**config.mk**
```make
export PLATFORM = sky130hd
export DESIGN_NAME = tspp_hazard_unit_flat
export DESIGN_NICKNAME = d
export VERILOG_FILES = /design/src/rtl/tspp_hazard_unit_if.sv /design/src/rtl/tspp_hazard_unit.sv /design/src/flat_wrapper.sv
export SDC_FILE = /design/constraint.sdc
export NUM_CORES = 1
export LEC_CHECK = 0
export CORE_AREA = 2 2 135 137
export DETAILED_ROUTE_END_ITERATION = 12
export DIE_AREA = 0 0 137 139
export GPL_ROUTABILITY_DRIVEN = 1
export PLACE_DENSITY_LB_ADDON = 0.05
export SYNTH_ARGS = -nofsm -noshare
export SYNTH_HDL_FRONTEND = slang
export SYNTH_SLANG_ARGS = --single-unit
```
**constraint.sdc**
```tcl
create_clock -name CLK -period 2.3 [get_ports CLK]
set_clock_uncertainty 0.15 [all_clocks]
set_input_delay 0.46 -clock CLK [delete_from_list [all_inputs] [get_ports CLK]]
set_output_delay 0.46 -clock CLK [all_outputs]
set_load 0.02 [all_outputs]
```
**src/rtl/tspp_hazard_unit_if.sv**
```systemverilog
// Hazard interface between the fetch/execute pipeline and tspp_hazard_unit.
// The hazard_unit modport consumes pipeline status and drives stall, flush and redirect controls.
interface tspp_hazard_unit_if;
  logic        i_mem_busy;
  logic        d_mem_busy;
  logic        dren;
  logic        dwen;
  logic        jump;
  logic        branch;
  logic        mispredict;
  logic        halt;
  logic [31:0] pc;
  logic        fault_insn;
  logic        mal_insn;
  logic        illegal_insn;
  logic        fault_l;
  logic        mal_l;
  logic        fault_s;
  logic        mal_s;
  logic        breakpoint;
  logic        env_m;
  logic        ret;
  logic [31:0] epc_f;
  logic [31:0] epc_e;
  logic [31:0] badaddr_f;
  logic [31:0] badaddr_e;
  logic        token_ex;

  logic        pc_en;
  logic        npc_sel;
  logic        if_ex_stall;
  logic        if_ex_flush;
  logic [31:0] priv_pc;
  logic        insert_priv_pc;
  logic        iren;

  modport hazard_unit (
    input  i_mem_busy, d_mem_busy, dren, dwen, jump, branch, mispredict, halt, pc,
    input  fault_insn, mal_insn, illegal_insn, fault_l, mal_l, fault_s, mal_s,
    input  breakpoint, env_m, ret, epc_f, epc_e, badaddr_f, badaddr_e, token_ex,
    output pc_en, npc_sel, if_ex_stall, if_ex_flush, priv_pc, insert_priv_pc, iren
  );
endinterface

```
**src/rtl/tspp_hazard_unit.sv**
```systemverilog
// Hazard and trap sequencer for the two-stage pipeline: stalls, flushes, redirects, trap/mret insertion.
// Optional feature: define TSPP_HAZARD_MTVAL_EN to capture the bad address into mtval_o.
module tspp_hazard_unit #(
  parameter logic [31:0] RESET_PC = 32'h0000_0200
) (
  input  logic                       CLK,
  input  logic                       RST,
  tspp_hazard_unit_if.hazard_unit    hazard_if,
  input  logic [31:0]                mtvec,
  input  logic [31:0]                mepc,
  output logic                       trap_o,
  output logic [3:0]                 cause_o,
  output logic [31:0]                epc_o,
  output logic [31:0]                mtval_o
);

  typedef enum logic [1:0] {RUN, WAIT, INSERT, HALTED} state_t;

  state_t      state_reg;
  logic [31:0] priv_pc_reg;
  logic [3:0]  cause_reg;
  logic [31:0] epc_reg;
  logic        is_trap_reg;
  logic        insert_reg;
  logic        trap_reg;

  logic        exc;
  logic        ret_v;
  logic        mem_busy;
  logic        fetch_cause;
  logic [3:0]  cause_next;
  logic [31:0] epc_next;
  logic        stall_run;
  logic        npc_run;

  assign exc = (hazard_if.breakpoint | hazard_if.mal_insn | hazard_if.fault_insn |
                hazard_if.illegal_insn | hazard_if.env_m | hazard_if.mal_l |
                hazard_if.fault_l | hazard_if.mal_s | hazard_if.fault_s) & hazard_if.token_ex;
  assign ret_v    = hazard_if.ret & hazard_if.token_ex;
  assign mem_busy = hazard_if.i_mem_busy | hazard_if.d_mem_busy;

  // Priority encoder: breakpoint outranks fetch faults, which outrank execute faults.
  always_comb begin
    cause_next  = 4'd7;
    fetch_cause = 1'b0;
    if (hazard_if.breakpoint) begin
      cause_next = 4'd3;
    end else if (hazard_if.mal_insn) begin
      cause_next  = 4'd0;
      fetch_cause = 1'b1;
    end else if (hazard_if.fault_insn) begin
      cause_next  = 4'd1;
      fetch_cause = 1'b1;
    end else if (hazard_if.illegal_insn) begin
      cause_next = 4'd2;
    end else if (hazard_if.env_m) begin
      cause_next = 4'd11;
    end else if (hazard_if.mal_l) begin
      cause_next = 4'd4;
    end else if (hazard_if.fault_l) begin
      cause_next = 4'd5;
    end else if (hazard_if.mal_s) begin
      cause_next = 4'd6;
    end
  end

  assign epc_next = fetch_cause ? hazard_if.epc_f : hazard_if.epc_e;

  always_ff @(posedge CLK) begin
    if (RST) begin
      state_reg   <= RUN;
      priv_pc_reg <= RESET_PC;
      cause_reg   <= 4'd0;
      epc_reg     <= RESET_PC;
      is_trap_reg <= 1'b0;
      insert_reg  <= 1'b0;
      trap_reg    <= 1'b0;
    end else begin
      case (state_reg)
        RUN: begin
          insert_reg <= 1'b0;
          trap_reg   <= 1'b0;
          if (exc || ret_v) begin
            // A trap always wins over a simultaneous mret.
            priv_pc_reg <= exc ? mtvec : mepc;
            is_trap_reg <= exc;
            if (exc) begin
              cause_reg <= cause_next;
              epc_reg   <= epc_next;
            end
            if (mem_busy) begin
              state_reg <= WAIT;
            end else begin
              state_reg  <= INSERT;
              insert_reg <= 1'b1;
              trap_reg   <= exc;
            end
          end else if (hazard_if.halt) begin
            state_reg <= HALTED;
          end
        end
        WAIT: begin
          if (!mem_busy) begin
            state_reg  <= INSERT;
            insert_reg <= 1'b1;
            trap_reg   <= is_trap_reg;
          end
        end
        INSERT: begin
          state_reg  <= RUN;
          insert_reg <= 1'b0;
          trap_reg   <= 1'b0;
        end
        default: begin
          state_reg <= HALTED;
        end
      endcase
    end
  end

`ifdef TSPP_HAZARD_MTVAL_EN
  logic [31:0] mtval_reg;
  logic [31:0] mtval_next;

  always_comb begin
    if (cause_next == 4'd2 || cause_next == 4'd3 || cause_next == 4'd11) begin
      mtval_next = 32'd0;
    end else begin
      mtval_next = fetch_cause ? hazard_if.badaddr_f : hazard_if.badaddr_e;
    end
  end

  always_ff @(posedge CLK) begin
    if (RST) begin
      mtval_reg <= 32'd0;
    end else if (state_reg == RUN && exc) begin
      mtval_reg <= mtval_next;
    end
  end

  assign mtval_o = mtval_reg;
`else
  assign mtval_o = 32'd0;
`endif

  assign stall_run = (hazard_if.d_mem_busy & (hazard_if.dren | hazard_if.dwen)) | hazard_if.i_mem_busy;
  assign npc_run   = hazard_if.jump | (hazard_if.branch & hazard_if.mispredict);

  always_comb begin
    hazard_if.if_ex_stall = stall_run;
    hazard_if.npc_sel     = npc_run;
    hazard_if.pc_en       = (~stall_run | npc_run) & ~hazard_if.i_mem_busy;
    hazard_if.if_ex_flush = npc_run & ~stall_run;
    hazard_if.iren        = 1'b1;
    case (state_reg)
      WAIT: begin
        hazard_if.if_ex_stall = 1'b1;
        hazard_if.npc_sel     = 1'b0;
        hazard_if.pc_en       = 1'b0;
        hazard_if.if_ex_flush = 1'b0;
      end
      INSERT: begin
        hazard_if.if_ex_stall = 1'b0;
        hazard_if.npc_sel     = 1'b0;
        hazard_if.pc_en       = 1'b1;
        hazard_if.if_ex_flush = 1'b1;
      end
      HALTED: begin
        hazard_if.if_ex_stall = 1'b1;
        hazard_if.npc_sel     = 1'b0;
        hazard_if.pc_en       = 1'b0;
        hazard_if.if_ex_flush = 1'b0;
        hazard_if.iren        = 1'b0;
      end
      default: begin
      end
    endcase
  end

  assign hazard_if.priv_pc        = priv_pc_reg;
  assign hazard_if.insert_priv_pc = insert_reg;
  assign trap_o                   = trap_reg;
  assign cause_o                  = cause_reg;
  assign epc_o                    = epc_reg;

endmodule

```
**src/flat_wrapper.sv**
```systemverilog
// flat-port wrapper written by rule: the top's interface ports become plain ports
module tspp_hazard_unit_flat 
#(
  parameter logic [31:0] RESET_PC = 32'h0000_0200
)
  (CLK, RST, mtvec, mepc, trap_o, cause_o, epc_o, mtval_o, hazard_if_i_mem_busy, hazard_if_d_mem_busy, hazard_if_dren, hazard_if_dwen, hazard_if_jump, hazard_if_branch, hazard_if_mispredict, hazard_if_halt, hazard_if_pc, hazard_if_fault_insn, hazard_if_mal_insn, hazard_if_illegal_insn, hazard_if_fault_l, hazard_if_mal_l, hazard_if_fault_s, hazard_if_mal_s, hazard_if_breakpoint, hazard_if_env_m, hazard_if_ret, hazard_if_epc_f, hazard_if_epc_e, hazard_if_badaddr_f, hazard_if_badaddr_e, hazard_if_token_ex, hazard_if_pc_en, hazard_if_npc_sel, hazard_if_if_ex_stall, hazard_if_if_ex_flush, hazard_if_priv_pc, hazard_if_insert_priv_pc, hazard_if_iren);
  tspp_hazard_unit_if hazard_if_i ();
  input  logic CLK;
  input  logic RST;
  input  logic [31:0] mtvec;
  input  logic [31:0] mepc;
  output logic trap_o;
  output logic [3:0] cause_o;
  output logic [31:0] epc_o;
  output logic [31:0] mtval_o;
  input wire logic [$bits(hazard_if_i.i_mem_busy)-1:0] hazard_if_i_mem_busy;
  input wire logic [$bits(hazard_if_i.d_mem_busy)-1:0] hazard_if_d_mem_busy;
  input wire logic [$bits(hazard_if_i.dren)-1:0] hazard_if_dren;
  input wire logic [$bits(hazard_if_i.dwen)-1:0] hazard_if_dwen;
  input wire logic [$bits(hazard_if_i.jump)-1:0] hazard_if_jump;
  input wire logic [$bits(hazard_if_i.branch)-1:0] hazard_if_branch;
  input wire logic [$bits(hazard_if_i.mispredict)-1:0] hazard_if_mispredict;
  input wire logic [$bits(hazard_if_i.halt)-1:0] hazard_if_halt;
  input wire logic [$bits(hazard_if_i.pc)-1:0] hazard_if_pc;
  input wire logic [$bits(hazard_if_i.fault_insn)-1:0] hazard_if_fault_insn;
  input wire logic [$bits(hazard_if_i.mal_insn)-1:0] hazard_if_mal_insn;
  input wire logic [$bits(hazard_if_i.illegal_insn)-1:0] hazard_if_illegal_insn;
  input wire logic [$bits(hazard_if_i.fault_l)-1:0] hazard_if_fault_l;
  input wire logic [$bits(hazard_if_i.mal_l)-1:0] hazard_if_mal_l;
  input wire logic [$bits(hazard_if_i.fault_s)-1:0] hazard_if_fault_s;
  input wire logic [$bits(hazard_if_i.mal_s)-1:0] hazard_if_mal_s;
  input wire logic [$bits(hazard_if_i.breakpoint)-1:0] hazard_if_breakpoint;
  input wire logic [$bits(hazard_if_i.env_m)-1:0] hazard_if_env_m;
  input wire logic [$bits(hazard_if_i.ret)-1:0] hazard_if_ret;
  input wire logic [$bits(hazard_if_i.epc_f)-1:0] hazard_if_epc_f;
  input wire logic [$bits(hazard_if_i.epc_e)-1:0] hazard_if_epc_e;
  input wire logic [$bits(hazard_if_i.badaddr_f)-1:0] hazard_if_badaddr_f;
  input wire logic [$bits(hazard_if_i.badaddr_e)-1:0] hazard_if_badaddr_e;
  input wire logic [$bits(hazard_if_i.token_ex)-1:0] hazard_if_token_ex;
  output wire logic [$bits(hazard_if_i.pc_en)-1:0] hazard_if_pc_en;
  output wire logic [$bits(hazard_if_i.npc_sel)-1:0] hazard_if_npc_sel;
  output wire logic [$bits(hazard_if_i.if_ex_stall)-1:0] hazard_if_if_ex_stall;
  output wire logic [$bits(hazard_if_i.if_ex_flush)-1:0] hazard_if_if_ex_flush;
  output wire logic [$bits(hazard_if_i.priv_pc)-1:0] hazard_if_priv_pc;
  output wire logic [$bits(hazard_if_i.insert_priv_pc)-1:0] hazard_if_insert_priv_pc;
  output wire logic [$bits(hazard_if_i.iren)-1:0] hazard_if_iren;
  assign hazard_if_i.i_mem_busy = hazard_if_i_mem_busy;
  assign hazard_if_i.d_mem_busy = hazard_if_d_mem_busy;
  assign hazard_if_i.dren = hazard_if_dren;
  assign hazard_if_i.dwen = hazard_if_dwen;
  assign hazard_if_i.jump = hazard_if_jump;
  assign hazard_if_i.branch = hazard_if_branch;
  assign hazard_if_i.mispredict = hazard_if_mispredict;
  assign hazard_if_i.halt = hazard_if_halt;
  assign hazard_if_i.pc = hazard_if_pc;
  assign hazard_if_i.fault_insn = hazard_if_fault_insn;
  assign hazard_if_i.mal_insn = hazard_if_mal_insn;
  assign hazard_if_i.illegal_insn = hazard_if_illegal_insn;
  assign hazard_if_i.fault_l = hazard_if_fault_l;
  assign hazard_if_i.mal_l = hazard_if_mal_l;
  assign hazard_if_i.fault_s = hazard_if_fault_s;
  assign hazard_if_i.mal_s = hazard_if_mal_s;
  assign hazard_if_i.breakpoint = hazard_if_breakpoint;
  assign hazard_if_i.env_m = hazard_if_env_m;
  assign hazard_if_i.ret = hazard_if_ret;
  assign hazard_if_i.epc_f = hazard_if_epc_f;
  assign hazard_if_i.epc_e = hazard_if_epc_e;
  assign hazard_if_i.badaddr_f = hazard_if_badaddr_f;
  assign hazard_if_i.badaddr_e = hazard_if_badaddr_e;
  assign hazard_if_i.token_ex = hazard_if_token_ex;
  assign hazard_if_pc_en = hazard_if_i.pc_en;
  assign hazard_if_npc_sel = hazard_if_i.npc_sel;
  assign hazard_if_if_ex_stall = hazard_if_i.if_ex_stall;
  assign hazard_if_if_ex_flush = hazard_if_i.if_ex_flush;
  assign hazard_if_priv_pc = hazard_if_i.priv_pc;
  assign hazard_if_insert_priv_pc = hazard_if_i.insert_priv_pc;
  assign hazard_if_iren = hazard_if_i.iren;
  tspp_hazard_unit #(.RESET_PC(RESET_PC)) u_core (.CLK(CLK), .RST(RST), .hazard_if(hazard_if_i), .mtvec(mtvec), .mepc(mepc), .trap_o(trap_o), .cause_o(cause_o), .epc_o(epc_o), .mtval_o(mtval_o));
endmodule
```
==> results by group <==
Yosys
  • Top-count cell post-synth: nor2_1
  • Yosys reg bits: 73
  • Asr flop ratio synth: 0%
  • Seq/Total Area, Yosys: 40.2%
  • Number of flops mapped to enable cells by yosys: 0
  • Ys flop type: dfxtp_1
  • Syn avg cell area: 8.24 µm²
  • Synth cell types: 35
  • Post-Syn Area: 0.00363 mm²
  • Largest cells by area after synthesis: dfxtp_1 40%, a211oi_1 13%, mux2i_1 9.1%
  • Post-synth top area cell: dfxtp_1
  • Top cell type's share of synthesized area: 40.2%
  • Post-synth top cells: 77 x nor2_1, 73 x dfxtp_1, 64 x a211oi_1, 41 x a21oi_1, 40 x nand2_1
  • Yosys Warn Count: 0
  • Synthesized netlist cell count: 441

Outcome
  • Status: finished clean

Floorplan
  • Die Y: 139 µm
  • Site Rows: 49
  • Number of I/O pins: 352
  • Die Wd: 137 µm
  • Die Footprint: 0.0190 mm²
  • Core region area: 0.0177 mm²
  • Initial core utilization: 20.6%

Pwr
  • Peak supply drop: 0.000410 V
  • Leak: 2.67 nW
  • Total power: 6.59 mW
  • PD cells: 987 mW/mm²

Clock tree
  • Clock-pin transition on the worst setup and hold timing paths: 60 ps
  • CTS H-tree depth: 3
  • CTS buffer count: 9
  • Clock root buffer: clkbuf_16
  • CTS tree: done
  • Max clock buf depth: 2
  • CTS hold repair buffers: 0
  • Worst skew pair latency: 330 ps
  • Clk sink count: 73

STA
  • Hold Vio Cnt, Final: 0
  • Max Slew Vio Count: 0
  • Final Critical Period: 2190 ps
  • Fmax: 456 MHz
  • RSZ-0062 raised after global routing: no
  • Final setup vio count: 0
  • Final setup TNS: 0 ps
  • Final period util: 95.4%

Detailed routing
  • Initial DRC count: 110
  • Post-route ant nets: 0
  • # DRC: 0
  • TritonRoute pass-1 iters: 4
  • Final wirelength: 13.3 mm
  • Vias: 3,874
  • Wirelength per Cell: 14.5 µm
  • DR vias/cell: 4.23

Layout
  • Filler cells: 1,815
  • N_diodes: 0
  • Final Util: 37.8%
  • Layout cells sized above 1: 10.2%
  • Synthesis-to-layout area growth: 83.6%
  • Fin nets: 932

Worst setup path
  • Crit path launch type: input port
  • Crit path max fanout: 2
  • Worst EP required: 1690 ps
  • Critical path capture point type: output pin
  • Arr. time, crit path: 1580 ps
  • CP Class: input port to output pin

Global route
  • Initial antenna violation count: 0
  • Pin count of the biggest net entering global routing: 56
  • Global-route wire length before repair: 20.0 mm
  • Vias in the first global route: 3,855
  • GRT Util Overall: 13.5%
  • Gr ovfl total: 0

Placement
  • Port buffer count: 223
  • RePlAce Congestion: 0.714
  • Estimated wirelength of the detail-placed design: 10.1 mm

Job
  • Max_cap viols: 0

Hold path
  • Hold/Removal Path Class: flip-flop to flip-flop
[power breakdown]
part / total (mW) / leakage (nW) / switching (mW) / internal (mW)
clock network: 1.53 / 0.159 / 0.552 / 0.978
registers: 1.84 / 0.603 / 0.189 / 1.65
logic: 3.22 / 1.90 / 1.68 / 1.54
[per-layer routing]
| metal | global-route usage, % | share of wire [%] |
|---|---|---|
| met4 | 5.37 | 1.8 |
| met1 | 15.7 | 42 |
| met3 | 4.90 | 10 |
| met5 | 0 | 0 |
| met2 | 22.5 | 46 |
[cells by family after synthesis]
kind of cell | after synthesis | synth area share [%]
compound gates | 121 | 22.2
mux | 33 | 9.09
fa+ha+maj | 5 | 1.72
simple gates | 136 | 15.6
flops | 73 | 40.2
other cells | 1 | 0.103
buf+inv | 72 | 11.1
[critical path, stage by stage]
cell             delay, ps
clkdlybuf4s50_1        400
o21a_1                 210
nor2_1                 130
nand2_1                 70
o21ai_1                130
buf_2                  180
[what timing repair did]
action                                  in CTS  in global routing
resized for setup                           11                  9
endpoints found under the setup margin       5                 13
pin swaps                                    0                  1
buffers inserted                             0                  2
[path summary, 6_finish.rpt]
kind                                    start                                   endpoint  slack [ps]  cells past startpoint
max                            hazard_if_dwen                      hazard_if_if_ex_flush         110                      6
min              u_core.epc_o[9]$_SDFFE_PP1P_               u_core.epc_o[9]$_SDFFE_PP1P_         310                      1
max reg2reg  u_core.state_reg[0]$_SDFFE_PP0P_  u_core.hazard_if.priv_pc[22]$_SDFFE_PP0P_         310                      8
min reg2reg      u_core.epc_o[9]$_SDFFE_PP1P_               u_core.epc_o[9]$_SDFFE_PP1P_         310                      1
[layout by cell type, fill, tap and decap left out, drive strengths merged, types with 3 or more instances in the layout]
| master | n |
|---|---|
| a211oi | 64 |
| a21oi | 41 |
| buf | 44 |
| clkbuf | 12 |
| clkdlybuf4s50 | 217 |
| clkinv | 3 |
| conb | 32 |
| dfxtp | 73 |
| ha | 5 |
| inv | 7 |
| mux2i | 33 |
| nand2 | 40 |
| nand3 | 3 |
| nor2 | 77 |
| nor3 | 7 |
| o21ai | 4 |
[layout make-up]
type / count / area, µm² / share of cell area [%]
timing repair buffer: 264 / 2620 / 39.2
multi-input combinational: 327 / 1960 / 29.4
inverter: 7 / 26.3 / 0.394
sequential: 73 / 1460 / 21.9
clock inverter: 5 / 78.8 / 1.18
tap: 229 / 287 / 4.29
clock buffer: 11 / 243 / 3.64
[stage by stage]
| step | worst slack, ps | hold slack [ps] | std cells | cell area, µm² |
|---|---|---|---|---|
| after floorplan | 252 | 307 | 472 | 3750 |
| after global placement | -344 | 298 | 898 | 6330 |
| after detailed placement | -401 | 303 | 898 | 6330 |
| after CTS | -56.5 | 320 | 914 | 6650 |
| after global routing | 10.6 | 341 | 916 | 6670 |
| final | 105 | 314 | 916 | 6670 |
Note: power is estimated with default switching activity, not from simulation.
